[config.mk]
export PLATFORM = sky130hd
export DESIGN_NAME = accelbrot_com_arb
export DESIGN_NICKNAME = d
export VERILOG_FILES = /design/src/rtl/accelbrot_com_pkg.sv /design/src/rtl/accelbrot_com_tag_fifo.sv /design/src/rtl/accelbrot_com_arb.sv
export SDC_FILE = /design/constraint.sdc
export NUM_CORES = 1
export LEC_CHECK = 0
export BUFFER_PORTS_ARGS = -buffer_cell sky130_fd_sc_hd__buf_2
export CAP_MARGIN = 20
export CORE_ASPECT_RATIO = 0.7
export CORE_MARGIN = 3
export CORE_UTILIZATION = 30
export DETAILED_ROUTE_END_ITERATION = 10
export SYNTH_ARGS = -nofsm -noshare
export SYNTH_HDL_FRONTEND = slang
export SYNTH_SLANG_ARGS = --single-unit
[constraint.sdc]
create_clock -name clk -period 3.8 [get_ports clk]
set_input_delay 0.19 -clock clk [delete_from_list [all_inputs] [get_ports clk]]
set_output_delay 0.19 -clock clk [all_outputs]
set_load 0.03 [all_outputs]
[src/rtl/accelbrot_com_pkg.sv]
// Shared types and helpers for the arithmetic-unit arbiter.
package accelbrot_com_pkg;

  // Widest requester vector the round-robin helper handles.
  localparam int unsigned RR_MAX = 8;

  typedef enum logic {
    IDLE = 1'b0,
    BUSY = 1'b1
  } arb_state_t;

  // Tag width for n requesters: clog2(n), never below one bit.
  function automatic int unsigned tag_width(input int unsigned n);
    return (n > 2) ? $clog2(n) : 1;
  endfunction

  // One-hot pick of the first set candidate after position 'last', wrapping mod n.
  function automatic logic [RR_MAX-1:0] rr_pick(input logic [RR_MAX-1:0] cand,
                                                input int unsigned      last,
                                                input int unsigned      n);
    logic [RR_MAX-1:0] pick;
    int unsigned       idx;
    pick = '0;
    for (int unsigned k = 1; k <= n; k++) begin
      idx = (last + k) % n;
      if (pick == '0 && cand[idx[2:0]]) pick[idx[2:0]] = 1'b1;
    end
    return pick;
  endfunction

endpackage

[src/rtl/accelbrot_com_tag_fifo.sv]
// Tag FIFO: records which requester owns each operand in flight.
module accelbrot_com_tag_fifo #(
  parameter  int unsigned DEPTH = 4,
  parameter  int unsigned WIDTH = 2,
  localparam int unsigned CW    = $clog2(DEPTH + 1)
) (
  input  logic             clk,
  input  logic             rstn,
  input  logic             push,
  input  logic             pop,
  input  logic [WIDTH-1:0] din,
  output logic [WIDTH-1:0] dout,
  output logic             empty,
  output logic             full,
  output logic [CW-1:0]    count
);

  localparam int unsigned AW = (DEPTH > 1) ? $clog2(DEPTH) : 1;

  logic [WIDTH-1:0] mem [DEPTH];
  logic [AW-1:0]    wr_ptr, rd_ptr;
  logic             do_push, do_pop;

  function automatic logic [AW-1:0] inc(input logic [AW-1:0] p);
    return (p == AW'(DEPTH - 1)) ? '0 : p + 1'b1;
  endfunction

  // Push into a full FIFO is only honoured when a pop frees a slot the same cycle.
  always_comb begin
    empty   = (count == '0);
    full    = (count == CW'(DEPTH));
    do_pop  = pop && !empty;
    do_push = push && (!full || do_pop);
    dout    = mem[rd_ptr];
  end

  // Pointer and occupancy bookkeeping.
  always_ff @(posedge clk) begin
    if (!rstn) begin
      wr_ptr <= '0;
      rd_ptr <= '0;
      count  <= '0;
    end else begin
      if (do_push) wr_ptr <= inc(wr_ptr);
      if (do_pop)  rd_ptr <= inc(rd_ptr);
      if (do_push && !do_pop)      count <= count + 1'b1;
      else if (do_pop && !do_push) count <= count - 1'b1;
    end
  end

  // Storage write.
  always_ff @(posedge clk) begin
    if (do_push) mem[wr_ptr] <= din;
  end

endmodule

[src/rtl/accelbrot_com_arb.sv]
// Round-robin arbiter sharing one word-serial arithmetic unit between NREQ requesters.
module accelbrot_com_arb
  import accelbrot_com_pkg::*;
#(
  parameter int unsigned NREQ    = 4,
  parameter int unsigned NWORDS  = 8,
  parameter int unsigned WWIDTH  = 34,
  parameter int unsigned MAXINFL = 4
) (
  input  logic                   clk,
  input  logic                   rstn,
  input  logic [NREQ-1:0]        req,
  input  logic [NREQ*WWIDTH-1:0] req_data,
  output logic [NREQ-1:0]        gnt,
  output logic [WWIDTH-1:0]      unit_in,
  output logic                   unit_in_start,
  output logic                   unit_in_valid,
  input  logic [WWIDTH-1:0]      unit_out,
  input  logic                   unit_out_start,
  input  logic                   unit_out_valid,
  output logic [WWIDTH-1:0]      resp_data,
  output logic                   resp_start,
  output logic [NREQ-1:0]        resp_valid,
  output logic                   err
);

  localparam int unsigned TW = tag_width(NREQ);
  localparam int unsigned CW = $clog2(NWORDS);
  localparam int unsigned FW = $clog2(MAXINFL + 1);

  arb_state_t        state, state_nx;
  logic [CW-1:0]     cnt, cnt_nx;
  logic [TW-1:0]     ptr, ptr_nx, win_idx, cur_tag, tag_use, fifo_dout;
  logic [NREQ-1:0]   gnt_nx, cand, pick;
  logic [FW-1:0]     fifo_count, occ_after;
  logic [WWIDTH-1:0] word_sel;
  logic              last_word, arb_en, win, push, pop, start_in;
  logic              fifo_empty, fifo_full, cur_ok, ok_use;

  // Round-robin search; the slot owner is excluded at its last word so others rotate in.
  always_comb begin
    last_word = (state == BUSY) && (cnt == CW'(NWORDS - 1));
    arb_en    = (state == IDLE) || last_word;
    cand      = req & ~(last_word ? gnt : '0);
    pick      = NREQ'(rr_pick(RR_MAX'(cand), 32'(ptr), NREQ));
    occ_after = fifo_count - FW'(pop);
    win       = arb_en && (pick != '0) && (occ_after < FW'(MAXINFL));
    win_idx   = '0;
    for (int unsigned i = 0; i < NREQ; i++) begin
      if (pick[i]) win_idx = TW'(i);
    end
  end

  // Next-state: a win at the arbitration cycle starts a slot back-to-back.
  always_comb begin
    state_nx = state;
    cnt_nx   = cnt;
    gnt_nx   = gnt;
    ptr_nx   = ptr;
    push     = 1'b0;
    if (arb_en) begin
      cnt_nx = '0;
      if (win) begin
        state_nx = BUSY;
        gnt_nx   = pick;
        ptr_nx   = win_idx;
        push     = 1'b1;
      end else begin
        state_nx = IDLE;
        gnt_nx   = '0;
      end
    end else begin
      cnt_nx = cnt + 1'b1;
    end
  end

  // Select the granted requester's current word.
  always_comb begin
    word_sel = '0;
    for (int unsigned i = 0; i < NREQ; i++) begin
      if (gnt[i]) word_sel = req_data[i*WWIDTH +: WWIDTH];
    end
  end

  // FSM, grant and unit-input registers.
  always_ff @(posedge clk) begin
    if (!rstn) begin
      state         <= IDLE;
      cnt           <= '0;
      ptr           <= TW'(NREQ - 1);
      gnt           <= '0;
      unit_in       <= '0;
      unit_in_start <= 1'b0;
      unit_in_valid <= 1'b0;
    end else begin
      state         <= state_nx;
      cnt           <= cnt_nx;
      ptr           <= ptr_nx;
      gnt           <= gnt_nx;
      unit_in       <= word_sel;
      unit_in_start <= (|gnt) && (cnt == '0);
      unit_in_valid <= |gnt;
    end
  end

  // A start word takes the FIFO head; continuation words reuse the latched tag.
  always_comb begin
    start_in = unit_out_valid && unit_out_start;
    pop      = start_in && !fifo_empty;
    tag_use  = start_in ? fifo_dout : cur_tag;
    ok_use   = start_in ? !fifo_empty : cur_ok;
  end

  // Result steering and sticky error.
  always_ff @(posedge clk) begin
    if (!rstn) begin
      resp_data  <= '0;
      resp_start <= 1'b0;
      resp_valid <= '0;
      cur_tag    <= '0;
      cur_ok     <= 1'b0;
      err        <= 1'b0;
    end else begin
      resp_data  <= unit_out;
      resp_start <= unit_out_start;
      resp_valid <= (unit_out_valid && ok_use) ? (NREQ'(1) << tag_use) : '0;
      if (start_in) begin
        cur_tag <= fifo_dout;
        cur_ok  <= !fifo_empty;
      end
      if ((start_in && fifo_empty) || (push && fifo_full && !pop)) err <= 1'b1;
    end
  end

  // The grant guard keeps the tag FIFO from ever being pushed while full.
  always_ff @(posedge clk) begin
    if (rstn) assert (!(push && fifo_full && !pop));
  end

  accelbrot_com_tag_fifo #(
    .DEPTH (MAXINFL),
    .WIDTH (TW)
  ) u_tag_fifo (
    .clk   (clk),
    .rstn  (rstn),
    .push  (push),
    .pop   (pop),
    .din   (win_idx),
    .dout  (fifo_dout),
    .empty (fifo_empty),
    .full  (fifo_full),
    .count (fifo_count)
  );

endmodule

Word level (Yosys, flattened, before mapping)
Memory sizes are Yosys's and may differ from the RTL's. A register that Yosys moved wholly into a read port is not among the register bits.
Index checks and enable logic that the tools add are counted.
{"block": "word_totals", "reg_bits": 96, "ram_bits": 8, "mem_count": 1, "word_cells": 129}
{"block": "op_classes", "addsub": 10, "mux": 41, "reduce_logical": 40, "n_eq_ne": 4, "n_bitwise": 7, "order_cmp": 9, "shifts": 1}
{"name": "u_tag_fifo.mem", "words": 4, "width": 2, "rd": 1, "rd_ports_with_merged_regs": 1, "write_ports": 1, "line_no": "accelbrot_com_tag_fifo.sv:20", "rtl": "logic [WIDTH-1:0] mem [DEPTH];"}
{"op": "two-way mux 34 bit", "n": 4}
{"op": "zero test 8 bit", "n": 3}
{"op": "logical AND 1 bit", "n": 21}
{"op": "< comparator 2 x 4 -> 1 bit (second input constant)", "n": 4}
{"op": "two-way mux 4 bit", "n": 4}
{"op": "two-way mux 8 bit", "n": 2}
{"op": "two-way mux 1 bit", "n": 14}
{"op": "two-way mux 2 bit", "n": 7}
{"op": "adder 2 x 1 -> 2 bit (second input constant)", "n": 4}
{"op": "binary-select mux 1 bit (select 2 bit)", "n": 4}
{"op": "demux 1 bit (select 2 bit)", "n": 4}
{"op": "greater-or-equal comparator 2 x 1 -> 1 bit (second input constant)", "n": 4}
{"op": "OR 4 bit", "n": 2}
{"op": "OR 8 x 4 -> 8 bit", "n": 1}
{"op": "adder 3 x 1 -> 3 bit (second input constant)", "n": 2}
{"op": "== test 3 bit (second input constant)", "n": 2}
{"op": "zero test 3 bit", "n": 2}
{"op": "two-way mux 3 bit", "n": 2}
{"op": "zero test 1 bit", "n": 5}
{"op": "adder 2 bit (second input constant)", "n": 2}
{"op": "bitwise AND 4 bit", "n": 1}
{"op": "== test 2 bit (second input constant)", "n": 2}
{"op": "NOT 4 bit", "n": 1}
{"op": "AND reduction 2 bit", "n": 2}
{"op": "other kinds (10)", "n": 13}

Logic depth before layout (Yosys ltp)
Gate-level depths: netlist (run 1).
{"block": "logic_depth", "depth_word": 27, "mapped_depth": 16, "mapped_depth_nobuf": 15}

Hierarchy
Synthesis (run 1) repeated with hierarchy kept, for this count alone.
{"block": "hier_totals", "cells_unflattened": 558, "area_unflattened_um2": 4872.2}
{"mod": "accelbrot_com_arb", "n_inst": 1, "area_each_um2": 4083.9, "cells_each": 497}
{"mod": "accelbrot_com_tag_fifo", "n_inst": 1, "area_each_um2": 788.3, "cells_each": 61}

Least setup slack after synthesis (run 1)
OpenSTA, ideal clock, no wires.
{"block": "synth_path", "path_type": "reg2reg", "startpoint": "register ptr[1]", "endpoint": "register u_tag_fifo.count[2]", "required_time_ns": 3.730, "slack_ns": -0.071, "setup_time_ns": 0.070, "path_stages_with_launch": 16, "period_less_slack_ns": 3.871, "arrival_ns": 3.801, "cell_sequence": "dfxtp_1 > inv_1 > ha_1 > nand2b_1 > o221ai_4 > nand2_1 > a311o_1 > a2111oi_2 > a211oi_2 > a41oi_4 > ha_1 > inv_1 > fa_1 > xor2_1 > or3_1 > a21oi_1"}
{"block": "synth_via", "elab_chain_len": 24}
{"element": "from (decl)", "line_no": "accelbrot_com_arb.sv:33", "rtl": "logic [TW-1:0] ptr, ptr_nx, win_idx, cur_tag, tag_use, fifo_dout;"}
{"element": "from (signal assigned)", "line_no": "accelbrot_com_arb.sv:90", "rtl": "ptr <= TW'(NREQ - 1);"}
{"element": "from (signal assigned)", "line_no": "accelbrot_com_arb.sv:98", "rtl": "ptr <= ptr_nx;"}
{"element": "adder 2 x 1 -> 2 bit", "line_no": "accelbrot_com_pkg.sv:25", "rtl": "idx = (last + k) % n;"}
{"element": "< comparator 2 x 4 -> 1 bit (implied by the code) / greater-or-equal comparator 2 x 1 -> 1 bit (equally long branches)", "line_no": "accelbrot_com_pkg.sv:26", "rtl": "if (pick == '0 && cand[idx[2:0]]) pick[idx[2:0]] = 1'b1;"}
{"element": "logical AND 1 bit (implied by the code)", "line_no": "accelbrot_com_pkg.sv:26"}
{"element": "two-way mux 1 bit (implied by the code)", "line_no": "accelbrot_com_pkg.sv:26"}
{"element": "demux 1 bit (select 2 bit)", "line_no": "accelbrot_com_pkg.sv:26"}
{"element": "two-way mux 4 bit", "line_no": "accelbrot_com_pkg.sv:26"}
{"element": "zero test 8 bit", "line_no": "accelbrot_com_pkg.sv:26"}
{"element": "logical AND 1 bit", "line_no": "accelbrot_com_pkg.sv:26"}
{"element": "(+8 left out)"}
{"element": "logical AND 1 bit (*) (2 in a row)", "line_no": "accelbrot_com_arb.sv:47", "rtl": "win = arb_en && (pick != '0) && (occ_after < FW'(MAXINFL));"}
{"element": "two-way mux 1 bit (*)", "line_no": "accelbrot_com_arb.sv:63", "rtl": "if (win) begin"}
{"element": "two-way mux 1 bit (*)", "line_no": "accelbrot_com_arb.sv:61", "rtl": "if (arb_en) begin"}
{"element": "logical AND 1 bit (*)", "line_no": "accelbrot_com_tag_fifo.sv:33", "rtl": "do_push = push && (!full || do_pop);"}
{"element": "named net u_tag_fifo.do_push", "line_no": "accelbrot_com_tag_fifo.sv:22", "rtl": "logic do_push, do_pop;"}
{"element": "zero test 1 bit", "line_no": "accelbrot_com_tag_fifo.sv:47", "rtl": "else if (do_pop && !do_push) count <= count - 1'b1;"}
{"element": "logical AND 1 bit", "line_no": "accelbrot_com_tag_fifo.sv:47"}
{"element": "nonzero test 2 bit (no line)"}
{"element": "to (signal assigned)", "line_no": "accelbrot_com_tag_fifo.sv:46", "rtl": "if (do_push && !do_pop) count <= count + 1'b1;"}
{"element": "to (signal assigned)", "line_no": "accelbrot_com_tag_fifo.sv:47"}
{"element": "to (decl)", "line_no": "accelbrot_com_tag_fifo.sv:15", "rtl": "output logic [CW-1:0] count"}
Mark *: on every way through the listed nets, which the timed path passes. The rest lies on a longest branch. The select of a mux whose other input is x is not followed.
A chain may end at the register's enable or synchronous reset.

Worst setup path in the final report (run 1)
{"block": "layout_path", "startpoint": "register cnt[0]", "endpoint": "register u_tag_fifo.count[2]"}
{"block": "layout_via", "elab_chain_len": 26}
{"element": "from (decl)", "line_no": "accelbrot_com_arb.sv:32", "rtl": "logic [CW-1:0] cnt, cnt_nx;"}
{"element": "from (signal assigned)", "line_no": "accelbrot_com_arb.sv:97", "rtl": "cnt <= cnt_nx;"}
{"element": "== test 3 bit (*)", "line_no": "accelbrot_com_arb.sv:42", "rtl": "last_word = (state == BUSY) && (cnt == CW'(NWORDS - 1));"}
{"element": "logical AND 1 bit (*)", "line_no": "accelbrot_com_arb.sv:42"}
{"element": "two-way mux 4 bit", "line_no": "accelbrot_com_arb.sv:44", "rtl": "cand = req & ~(last_word ? gnt : '0);"}
{"element": "NOT 4 bit", "line_no": "accelbrot_com_arb.sv:44"}
{"element": "bitwise AND 4 bit", "line_no": "accelbrot_com_arb.sv:44"}
{"element": "binary-select mux 1 bit (select 2 bit)", "line_no": "accelbrot_com_pkg.sv:26"}
{"element": "two-way mux 1 bit (implied by the code)", "line_no": "accelbrot_com_pkg.sv:26"}
{"element": "two-way mux 4 bit", "line_no": "accelbrot_com_pkg.sv:26"}
{"element": "(+10 left out)"}
{"element": "logical AND 1 bit (2 in a row)", "line_no": "accelbrot_com_arb.sv:47"}
{"element": "two-way mux 1 bit", "line_no": "accelbrot_com_arb.sv:63"}
{"element": "two-way mux 1 bit (*)", "line_no": "accelbrot_com_arb.sv:61"}
{"element": "logical AND 1 bit (*)", "line_no": "accelbrot_com_tag_fifo.sv:33"}
{"element": "named net u_tag_fifo.do_push", "line_no": "accelbrot_com_tag_fifo.sv:22"}
{"element": "zero test 1 bit", "line_no": "accelbrot_com_tag_fifo.sv:47"}
{"element": "logical AND 1 bit", "line_no": "accelbrot_com_tag_fifo.sv:47"}
{"element": "nonzero test 2 bit (no line)"}
Marked as above.

==> flow_summary_export.csv, run 1 <==
group,metric,value,unit
status,outcome,"complete, no violations",
sta,finalCritPeriodShare,95.7,%
setup_path,rrSetupSlack,0.16,ns
floorplanning,design.core.area,0.0158,mm^2
placed_design,place_hpwl,11.7,mm
setup_path,worstPathMaxFanout,7,
sta,fin_ws,0.164,ns
worst_hold_path,hold_class,"primary input to flop",
setup_path,path_class,"flop to flop",
setup_path,r2r_end,"u_tag_fifo.count[2]$_SDFFE_PN0P_",
sta,fmax,275,MHz
setup_path,crit_top_cell,"ha_2",
synth,syn-mean-instance-area,8.80,um^2
clock_network,numCtsBuffers,9,
worst_hold_path,min_to,"resp_data[21]$_SDFF_PN0_",
synth,synth-warning-count,0,
setup_path,crit_required,4.09,ns
synth,synth_edf_count,8,
sta,min_period,3.64,ns
cells_and_area,layout_common_cells,"buf_2, nor2_1, dfxtp_1, a21oi_1, and2_1",
placed_design,placed_area,0.00657,mm^2
setup_path,crit_slowest_cell,"a311oi_2",
power_and_ir_drop,vdd_drop_max,307,uV
setup_path,path_cells,"ha_1, ha_2, and3_4, o221ai_1, o211ai_1, a311oi_2, a31o_2, a41oi_2, a41oi_4, ha_2, inv_1, fa_1, xor2_1, or3_1, a21oi_1",
setup_path,crit_path_end_kind,"flop",
cells_and_area,final_common_cell,"buf_2",
power_and_ir_drop,p_leak,3.39,nW
synth,syn_nets,755,
synth,synthTopCellsByArea,"dfxtp_1, nor2_1, a21oi_1",
cells_and_area,layout.nets,1021,
floorplanning,rows,38,
drt,drt_wl_total,15.4,mm
drt,vias_per_cell,4.71,
drt,final_antenna_net_count,0,
drt,wl_per_cell,14.6,um
setup_path,crit_arrival,3.92,ns
setup_path,start_kind,"flop",
sta,finalHoldViolCount,0,
grt,grt_pass1_vias,4562,
clock_network,worstSkewPairLatency,0.36,ns
synth,synth_top_area_cell,"dfxtp_1",
floorplanning,die_width,159,um
setup_path,rr_worst_depth,15,
floorplanning,start_util,31.2,%
cells_and_area,drive_gt1_share,41.3,%
clock_network,clock_sinks,106,
sta,drv_slew,0,
cells_and_area,n_antenna_cell,0,
worst_hold_path,min_path_cells,2,
placed_design,pre_cts_ws,0.0514,ns
synth,yosysSeqAreaShare,44.7,%
sta,setup_viol,0,
floorplanning,ios,258,
synth,async_flop_share,0,%
drt,first_pass_iters,5,
cells_and_area,final_cell_area,0.00696,mm^2
placed_design,port_buffers,257,
flow_run,cap_violations,0,
synth,yosysTopAreaCellShare,39.8,%
grt,overflow,0,
grt,track_usage,16.5,%
synth,synth_cells,560,
clock_network,clockRootBuffer,"clkbuf_16",
sta,tightest_slew,0.841,ns
setup_path,cpPeakStageDelay,0.45,ns
drt,drt-initial-drc-count,448,
cells_and_area,post-route-util,44.1,%
grt,grt_max_degree,72,
grt,grt_first_pass_wirelength,24.0,mm
sta,finClkSkew,0.00664,ns
synth,synth_cell_types,64,
setup_path,timing.rr.start,"cnt[0]$_SDFF_PP0_",
setup_path,crit_family,"compound AO/OA/AOI/OAI gates",
worst_hold_path,hp-start,"unit_out[21]",
floorplanning,die_h,113,um
clock_network,clkTransAtPathRegs,0.08,ns
clock_network,clockBufferDepth,2,
placed_design,place_congestion,0.870,
drt,drc,0,
setup_path,crit_buf_inv,1,
grt,antenna_found_initial,0,
synth,synth_seq_cells,106,
synth,synth-main-ff-cell,"dfxtp_1",
sta,relSlewSlack,43.2,%
synth,synthesis.area,0.00493,mm^2
clock_network,cts.htree.levels,3,
drt,vias,4950,
clock_network,cts_tree,"built",
floorplanning,dieArea,0.0180,mm^2
cells_and_area,syn_to_final_growth,41.2,%
power_and_ir_drop,powerDensity,816,mW/mm^2
-- through the flow --
stage | TNS (ns) | instances | hold WS [ns] | total power (W)
CTS | 0 | 1046 | 0.00646 | 0.00562
floorplan | 0 | 560 | 0.312 | 0.00369
global placement | 0 | 1030 | 0.394 | 0.00463
global route | -0.0536 | 1051 | 0.00751 | 0.00615
finish | 0 | 1051 | 0.0303 | 0.00568
detailed placement | 0 | 1030 | 0.398 | 0.00462
-- cell type report --
class / instances / area, um^2
fill: 1592 / 8820
multi-input combinational: 405 / 2580
sequential: 106 / 2210
timing repair buffer: 289 / 1530
tap: 220 / 275
clock buffer: 9 / 225
clock inverter: 7 / 88.8
inverter: 15 / 56.3
-- where the power goes --
part	internal (W)	total [W]	leakage, nW	switching [W]
Clock	0.000478	0.000959	0.153	0.000481
Sequential	0.00145	0.00156	0.881	0.000117
Combinational	0.00121	0.00316	2.35	0.00194
Total	0.00314	0.00568	3.39	0.00254
-- logic make-up after synthesis --
family                     after synthesis  share of synthesized area [%]
AOI/OAI and AO/OA                      152                           22.2
xor gates and xnor gates                 2                          0.355
adders and majority gates               17                           4.47
buffers and inverters                   49                           4.11
DFF                                    106                           44.7
muxes                                   10                           2.54
and+or+nand+nor                        224                           21.7
-- worst max path at each step --
stage,startpoint,end,slack [ns],depth (start not counted)
5_1_grt,cnt[0]$_SDFF_PP0_,u_tag_fifo.count[2]$_SDFFE_PN0P_,-0.05,15
4_1_cts,cnt[0]$_SDFF_PP0_,u_tag_fifo.count[2]$_SDFFE_PN0P_,0.05,15
2_1_floorplan,ptr[0]$_SDFFE_PN1P_,u_tag_fifo.count[2]$_SDFFE_PN0P_,0.04,16
6_report,cnt[0]$_SDFF_PP0_,u_tag_fifo.count[2]$_SDFFE_PN0P_,0.16,15
3_5_place_dp,cnt[0]$_SDFF_PP0_,u_tag_fifo.count[2]$_SDFFE_PN0P_,0.05,15
3_3_place_gp,cnt[0]$_SDFF_PP0_,u_tag_fifo.count[2]$_SDFFE_PN0P_,0.13,15
-- per-layer routing --
| metal | part of all wire [%] | track usage (%) | vias up |
|---|---|---|---|
| met5 | 0 | 0 | - |
| met4 | 0.82 | 3.09 | 0 |
| met3 | 10 | 7.14 | 11 |
| met2 | 42 | 23.3 | 230 |
| met1 | 48 | 23.4 | 2217 |
| li1 | - | - | 2492 |
-- state kept, by name, indices dropped and copies added, names as in the netlist, 2 cells and up, named ones only --
register           flops
u_tag_fifo.rd_ptr      2
ptr                    2
resp_valid             4
u_tag_fifo.mem         8
u_tag_fifo.wr_ptr      2
u_tag_fifo.count       3
resp_data             34
cur_tag                2
cnt                    3
unit_in               34
gnt                    4
-- cell usage after synthesis, types with 3 or more instances --
library cell / instances
nor3_1: 3
o221ai_1: 4
and3_1: 7
nand2b_1: 7
clkbuf_1: 29
a21oi_1: 72
edfxtp_1: 8
dfxtp_1: 98
inv_1: 14
and3_4: 4
o21ai_0: 5
or3_1: 3
a22oi_1: 34
o211ai_1: 4
mux2i_1: 8
nor2_1: 125
and2_1: 42
nand2_1: 19
ha_1: 16
-- what timing repair did --
| action | CTS | global route |
|---|---|---|
| hold buffers | 0 | 0 |
| endpoints found under the setup margin | 0 | 1 |
| resized for setup | 0 | 8 |
| buffers inserted | 0 | 5 |
No activity file was read; power rests on OpenSTA's default activity.
==> run 2: changes to the inputs <==
--- a/config.mk
+++ b/config.mk
@@ -10,7 +10,9 @@
 export CORE_ASPECT_RATIO = 0.7
 export CORE_MARGIN = 3
 export CORE_UTILIZATION = 30
+export CTS_BUF_LIST = sky130_fd_sc_hd__clkbuf_8
 export DETAILED_ROUTE_END_ITERATION = 10
+export HOLD_SLACK_MARGIN = 0.05
 export SYNTH_ARGS = -nofsm -noshare
 export SYNTH_HDL_FRONTEND = slang
 export SYNTH_SLANG_ARGS = --single-unit
==> run 2 against run 1 <==
Clock power fell by 24%. Global-route usage rose by 1.3 points. Flip-flop and latch count did not move. Critical path type unchanged. Largest power group unchanged. Highest routed layer unchanged.
==> flow_summary_export.csv, run 2 (same netlist as run 1, synthesis figures left out) <==
group,metric,value,unit
power_and_ir_drop,powerDensity,735,mW/mm^2
drt,vias_per_cell,4.72,
floorplanning,rows,38,
clock_network,numCtsBuffers,9,
grt,grt_first_pass_wirelength,26.0,mm
power_and_ir_drop,swShare,46.1,%
placed_design,place_congestion,0.870,
sta,relSlewSlack,43.2,%
floorplanning,die_width,159,um
setup_path,rrSetupSlack,0.18,ns
sta,finalHoldViolCount,0,
floorplanning,die_h,113,um
drt,first_pass_iters,5,
cells_and_area,num-fill-cells,1535,
drt,final_antenna_net_count,0,
floorplanning,ios,258,
cells_and_area,n_antenna_cell,0,
floorplanning,design.core.area,0.0158,mm^2
grt,overflow,0,
setup_path,start_kind,"flop",
cells_and_area,post-route-util,47.9,%
setup_path,worstPathMaxFanout,8,
clock_network,worstSkewPairLatency,0.39,ns
floorplanning,start_util,31.2,%
sta,finClkSkew,0.00718,ns
sta,min_period,3.62,ns
power_and_ir_drop,report.power.total,0.00556,W
sta,tightest_slew,0.841,ns
drt,drc,0,
power_and_ir_drop,vdd_drop_max,251,uV
clock_network,clkTransAtPathRegs,0.11,ns
cells_and_area,final_common_cell,"buf_2",
grt,antenna_found_initial,0,
setup_path,crit_start,"cnt[0]$_SDFF_PP0_",
drt,drt-initial-drc-count,469,
sta,setup_tns,0,ns
cells_and_area,drive_gt1_share,38.3,%
cells_and_area,layout.nets,1090,
cells_and_area,layout_common_cells,"buf_2, nor2_1, dfxtp_1, a21oi_1, dlygate4sd3_1",
grt,grt_max_degree,72,
drt,vias,5288,
worst_hold_path,hp-start,"req_data[106]",
sta,drv_slew,0,
setup_path,timing.rr.start,"cnt[0]$_SDFF_PP0_",
clock_network,cts.htree.levels,3,
sta,worst_hold_slack,0.0777,ns
sta,rsz0062_at_grt,"false",
clock_network,clockBufferDepth,2,
placed_design,port_buffers,257,
power_and_ir_drop,power_frac_seq,28.2,%
status,outcome,"complete, no violations",
power_and_ir_drop,p_leak,3.63,nW
drt,drt_wl_total,16.7,mm
setup_path,crit_arrival,3.95,ns
setup_path,crit_path_end_kind,"flop",
power_and_ir_drop,p_int,0.00299,W
cells_and_area,top_regs,"resp_data: 34 flops, unit_in: 34 flops, u_tag_fifo.mem: 8 flops",
power_and_ir_drop,netSwitchingPower,0.00256,W
grt,track_usage,17.7,%
grt,grt_pass1_vias,4977,
drt,wl_per_cell,14.9,um
sta,fmax,276,MHz
cells_and_area,multiInputGateArea,0.00259,mm^2
clock_network,cts_tree,"built",
power_and_ir_drop,clkPwrFrac,13.1,%
worst_hold_path,hold_class,"primary input to flop",
sta,finalCritPeriodShare,95.4,%
sta,setup_viol,0,
floorplanning,dieArea,0.0180,mm^2
power_and_ir_drop,power_frac_comb,58.7,%
cells_and_area,final_cell_area,0.00756,mm^2
setup_path,crit_required,4.12,ns
placed_design,place_hpwl,11.7,mm
cells_and_area,syn_to_final_growth,53.3,%
clock_network,clockRootBuffer,"clkbuf_8",
placed_design,placed_area,0.00657,mm^2
clock_network,clock_sinks,106,
cells_and_area,seqCellArea,0.00221,mm^2
setup_path,path_class,"flop to flop",
flow_run,cap_violations,0,
==> run 2: final cells by class <==
cell class                 instances  share of cell area [%]
multi-input combinational        405                    34.3
timing repair buffer             358                    29.3
sequential                       106                    29.2
tap                              220                    3.64
clock buffer                       9                    1.64
clock inverter                     7                    1.18
inverter                          15                   0.745
==> run 2: worst paths after layout <==
check	to	cells after the start
worst max-delay path	u_tag_fifo.count[2]$_SDFFE_PN0P_	16
worst min-delay path	unit_in[4]$_SDFF_PN0_	3
worst max register to register	u_tag_fifo.count[2]$_SDFFE_PN0P_	16
worst min register to register	err$_SDFFE_PN0P_	2
==> run 2: power by group through the flow <==
stage / logic (W) / clock network, W / registers (W)
floorplan: 0.00171 / 0 / 0.00198
detailed placement: 0.00303 / 0 / 0.00159
global route: 0.00359 / 0.000820 / 0.00159
finish: 0.00326 / 0.000729 / 0.00156
CTS: 0.00309 / 0.000775 / 0.00157
global placement: 0.00305 / 0 / 0.00159
==> run 2: what timing repair did <==
action,CTS,global route
hold buffers,67,0
setup buffers,0,7
endpoints found under the hold margin,67,0
gates resized for setup,0,9
setup endpoints to repair,0,1
==> run 2: per-layer routing <==
metal	part of all wire [%]	vias up	GRT usage, %
met4	1.0	0	3.09
met1	46	2356	24.5
met3	9.9	21	6.99
met5	0	-	0
li1	-	2632	-
met2	43	279	26.6
==> run 2: stage by stage <==
step	setup WS (ns)	cells
3_3_place_gp	0.131	1030
5_1_grt	0.00439	1120
6_report	0.176	1120
2_1_floorplan	0.0436	560
3_5_place_dp	0.0514	1030
4_1_cts	0.0460	1113
==> run 2: worst max-delay path, cell delays in order, from the launching register on <==
cell	delay (ns)
dfxtp_1	0.33
ha_1	0.19
ha_2	0.21
and3_4	0.22
o221ai_4	0.26
and3_4	0.25
o32ai_2	0.09
buf_4	0.15
a2111oi_4	0.34
a211oi_2	0.13
a41oi_4	0.16
ha_2	0.20
inv_1	0.05
fa_1	0.37
xor2_1	0.18
or3_1	0.30
a21oi_1	0.13
==> run 3: changes to the inputs <==
--- a/config.mk
+++ b/config.mk
@@ -9,10 +9,11 @@
 export CAP_MARGIN = 20
 export CORE_ASPECT_RATIO = 0.7
 export CORE_MARGIN = 3
-export CORE_UTILIZATION = 30
+export CORE_UTILIZATION = 47
 export CTS_BUF_LIST = sky130_fd_sc_hd__clkbuf_8
 export DETAILED_ROUTE_END_ITERATION = 10
 export HOLD_SLACK_MARGIN = 0.05
+export PLACE_DENSITY = 0.83
 export SYNTH_ARGS = -nofsm -noshare
 export SYNTH_HDL_FRONTEND = slang
 export SYNTH_SLANG_ARGS = --single-unit
==> constraint.sdc (replaced) <==
create_clock -name clk -period 3.5 [get_ports clk]
set_input_delay 0.175 -clock clk [delete_from_list [all_inputs] [get_ports clk]]
set_output_delay 0.175 -clock clk [all_outputs]
set_load 0.03 [all_outputs]
==> run 3 against run 2 <==
The run now ends with setup timing left. Via count rose by 5.0%. Critical path type unchanged. Count of clock-buffer cells in the layout is the same. Global-route usage rose by 13 points. Critical path depth down 1. Total power grew 15%. Critical endpoint unchanged. Sequential share of layout area about the same. Register-to-register slack lost 0.35 ns. Combinational power up 18%. Final area barely moved. First-iteration DRC count is 28% lower. Clock power grew 16%. Fmax fell by 1.3%.
==> flow_summary_export.csv, run 3 (same netlist as run 1, synthesis figures left out) <==
group,metric,value,unit
status,outcome,"finished, violations left",
status,violations,"setup timing",
drt,dr_wl_met3,1.69,mm
clock_network,clockBufferDepth,2,
cells_and_area,final_common_cell,"buf_2",
floorplanning,dieArea,0.0118,mm^2
cells_and_area,syn_to_final_growth,53.5,%
grt,grt_max_degree,63,
worst_hold_path,hold_class,"primary input to flop",
sta,relSlewSlack,44.1,%
drt,first_pass_iters,7,
drt,drt_wl_total,18.9,mm
setup_path,crit_required,3.80,ns
placed_design,port_buffers,257,
clock_network,numCtsBuffers,9,
drt,drc,0,
power_and_ir_drop,p_leak,3.67,nW
flow_run,cap_violations,0,
grt,overflow,0,
sta,fin_ws,-0.172,ns
sta,min_period,3.67,ns
setup_path,start_kind,"flop",
cells_and_area,top_regs,"resp_data: 34 flops, unit_in: 34 flops, u_tag_fifo.mem: 8 flops",
drt,vias_per_cell,5.38,
setup_path,worstPathMaxFanout,6,
sta,drv_slew,0,
drt,highest_layer,"met4",
sta,finalCritPeriodShare,105,%
floorplanning,die_width,128,um
floorplanning,start_util,49.6,%
clock_network,clockRootBuffer,"clkbuf_8",
grt,grt_first_pass_wirelength,28.3,mm
clock_network,clock_sinks,106,
drt,vias,5550,
drt,wl_met1,7.25,mm
drt,wl_met2,9.40,mm
setup_path,crit_arrival,3.98,ns
cells_and_area,layout_common_cells,"buf_2, nor2_1, dfxtp_1, a21oi_1, dlygate4sd3_1",
drt,final_antenna_net_count,0,
grt,antenna_found_initial,1,
floorplanning,design.core.area,0.00995,mm^2
power_and_ir_drop,powerDensity,848,mW/mm^2
sta,finalHoldViolCount,0,
setup_path,path_class,"flop to flop",
drt,wl_per_cell,18.3,um
grt,grt_pass1_vias,5521,
sta,finClkSkew,0.0195,ns
clock_network,worstSkewPairLatency,0.38,ns
sta,tightest_slew,0.827,ns
clock_network,cts_tree,"built",
placed_design,place_congestion,0.860,
power_and_ir_drop,vdd_drop_max,444,uV
cells_and_area,layout.nets,1092,
sta,rsz0062_at_grt,"true",
clock_network,clkTransAtPathRegs,0.12,ns
floorplanning,die_h,91.7,um
floorplanning,ios,258,
cells_and_area,post-route-util,76.1,%
placed_design,place_hpwl,12.8,mm
placed_design,pre_cts_ws,-0.287,ns
floorplanning,rows,30,
sta,setup_viol,1,
setup_path,crit_path_end_kind,"flop",
grt,track_usage,30.6,%
drt,drt-initial-drc-count,338,
sta,fmax,272,MHz
cells_and_area,drive_gt1_share,40.7,%
clock_network,cts.htree.levels,3,
## run 3: final timing paths
check,start,to,slack [ns],depth (start not counted)
min,req_data[109],unit_in[7]$_SDFF_PN0_,0.06,3
max,cnt[0]$_SDFF_PP0_,u_tag_fifo.count[2]$_SDFFE_PN0P_,-0.17,15
max reg2reg,cnt[0]$_SDFF_PP0_,u_tag_fifo.count[2]$_SDFFE_PN0P_,-0.17,15
min reg2reg,u_tag_fifo.wr_ptr[0]$_SDFFE_PN0P_,u_tag_fifo.wr_ptr[0]$_SDFFE_PN0P_,0.52,2
## run 3: report_power, final
part | leakage, nW | switching, W | total, W | internal, W
Clock | 0.114 | 0.000489 | 0.000847 | 0.000358
Sequential | 0.882 | 0.000151 | 0.00172 | 0.00157
Combinational | 2.67 | 0.00231 | 0.00384 | 0.00154
## run 3: critical path, stage by stage, from the launching register on
cell and delay (ns):
dfxtp_2 0.36, ha_4 0.16, ha_4 0.17, and3_4 0.21, o32ai_4 0.32, mux2i_1 0.15, a311o_1 0.34, a2111oi_4 0.36
a211oi_4 0.11, a41oi_4 0.18, ha_2 0.23, inv_2 0.04, fa_2 0.34, xor2_1 0.17, or3_1 0.32, a21oi_2 0.12
## run 3: through the flow
stage	instance area [um^2]	std cells	setup TNS [ns]	hold slack [ns]	total power [W]
after floorplan	4980	560	-0.137	0.297	0.00405
final	7560	1031	-0.172	0.0597	0.00641
after global placement	6530	943	-0.0986	0.380	0.00504
after global routing	7560	1031	-0.452	0.0563	0.00684
after CTS	7400	1021	-0.288	0.0507	0.00613
after detailed placement	6530	943	-0.434	0.383	0.00515
## run 3: area by class of cell
type                            count  area [um^2]
Multi-Input combinational cell    405         2690
Timing Repair Buffer              360         2210
Inverter                           15         61.3
Clock inverter                      7          108
Sequential cell                   106         2210
Antenna cell                        1         2.50
Tap cell                          128          160
Clock buffer                        9          124
Fill cell                         686         2380
## run 3: what timing repair did
item / in CTS / in global routing
pin swaps: 5 / 10
setup endpoints to repair: 2 / 4
hold endpoints to repair: 58 / 0
gates resized for setup: 4 / 20
hold buffers: 58 / 0
setup buffers: 4 / 9
## run 3: routing by layer
metal	GRT usage, %	vias to the layer above
met4	9.63	0
met5	0	-
li1	-	2629
met1	34.7	2581
met2	54.2	282
met3	10.2	58
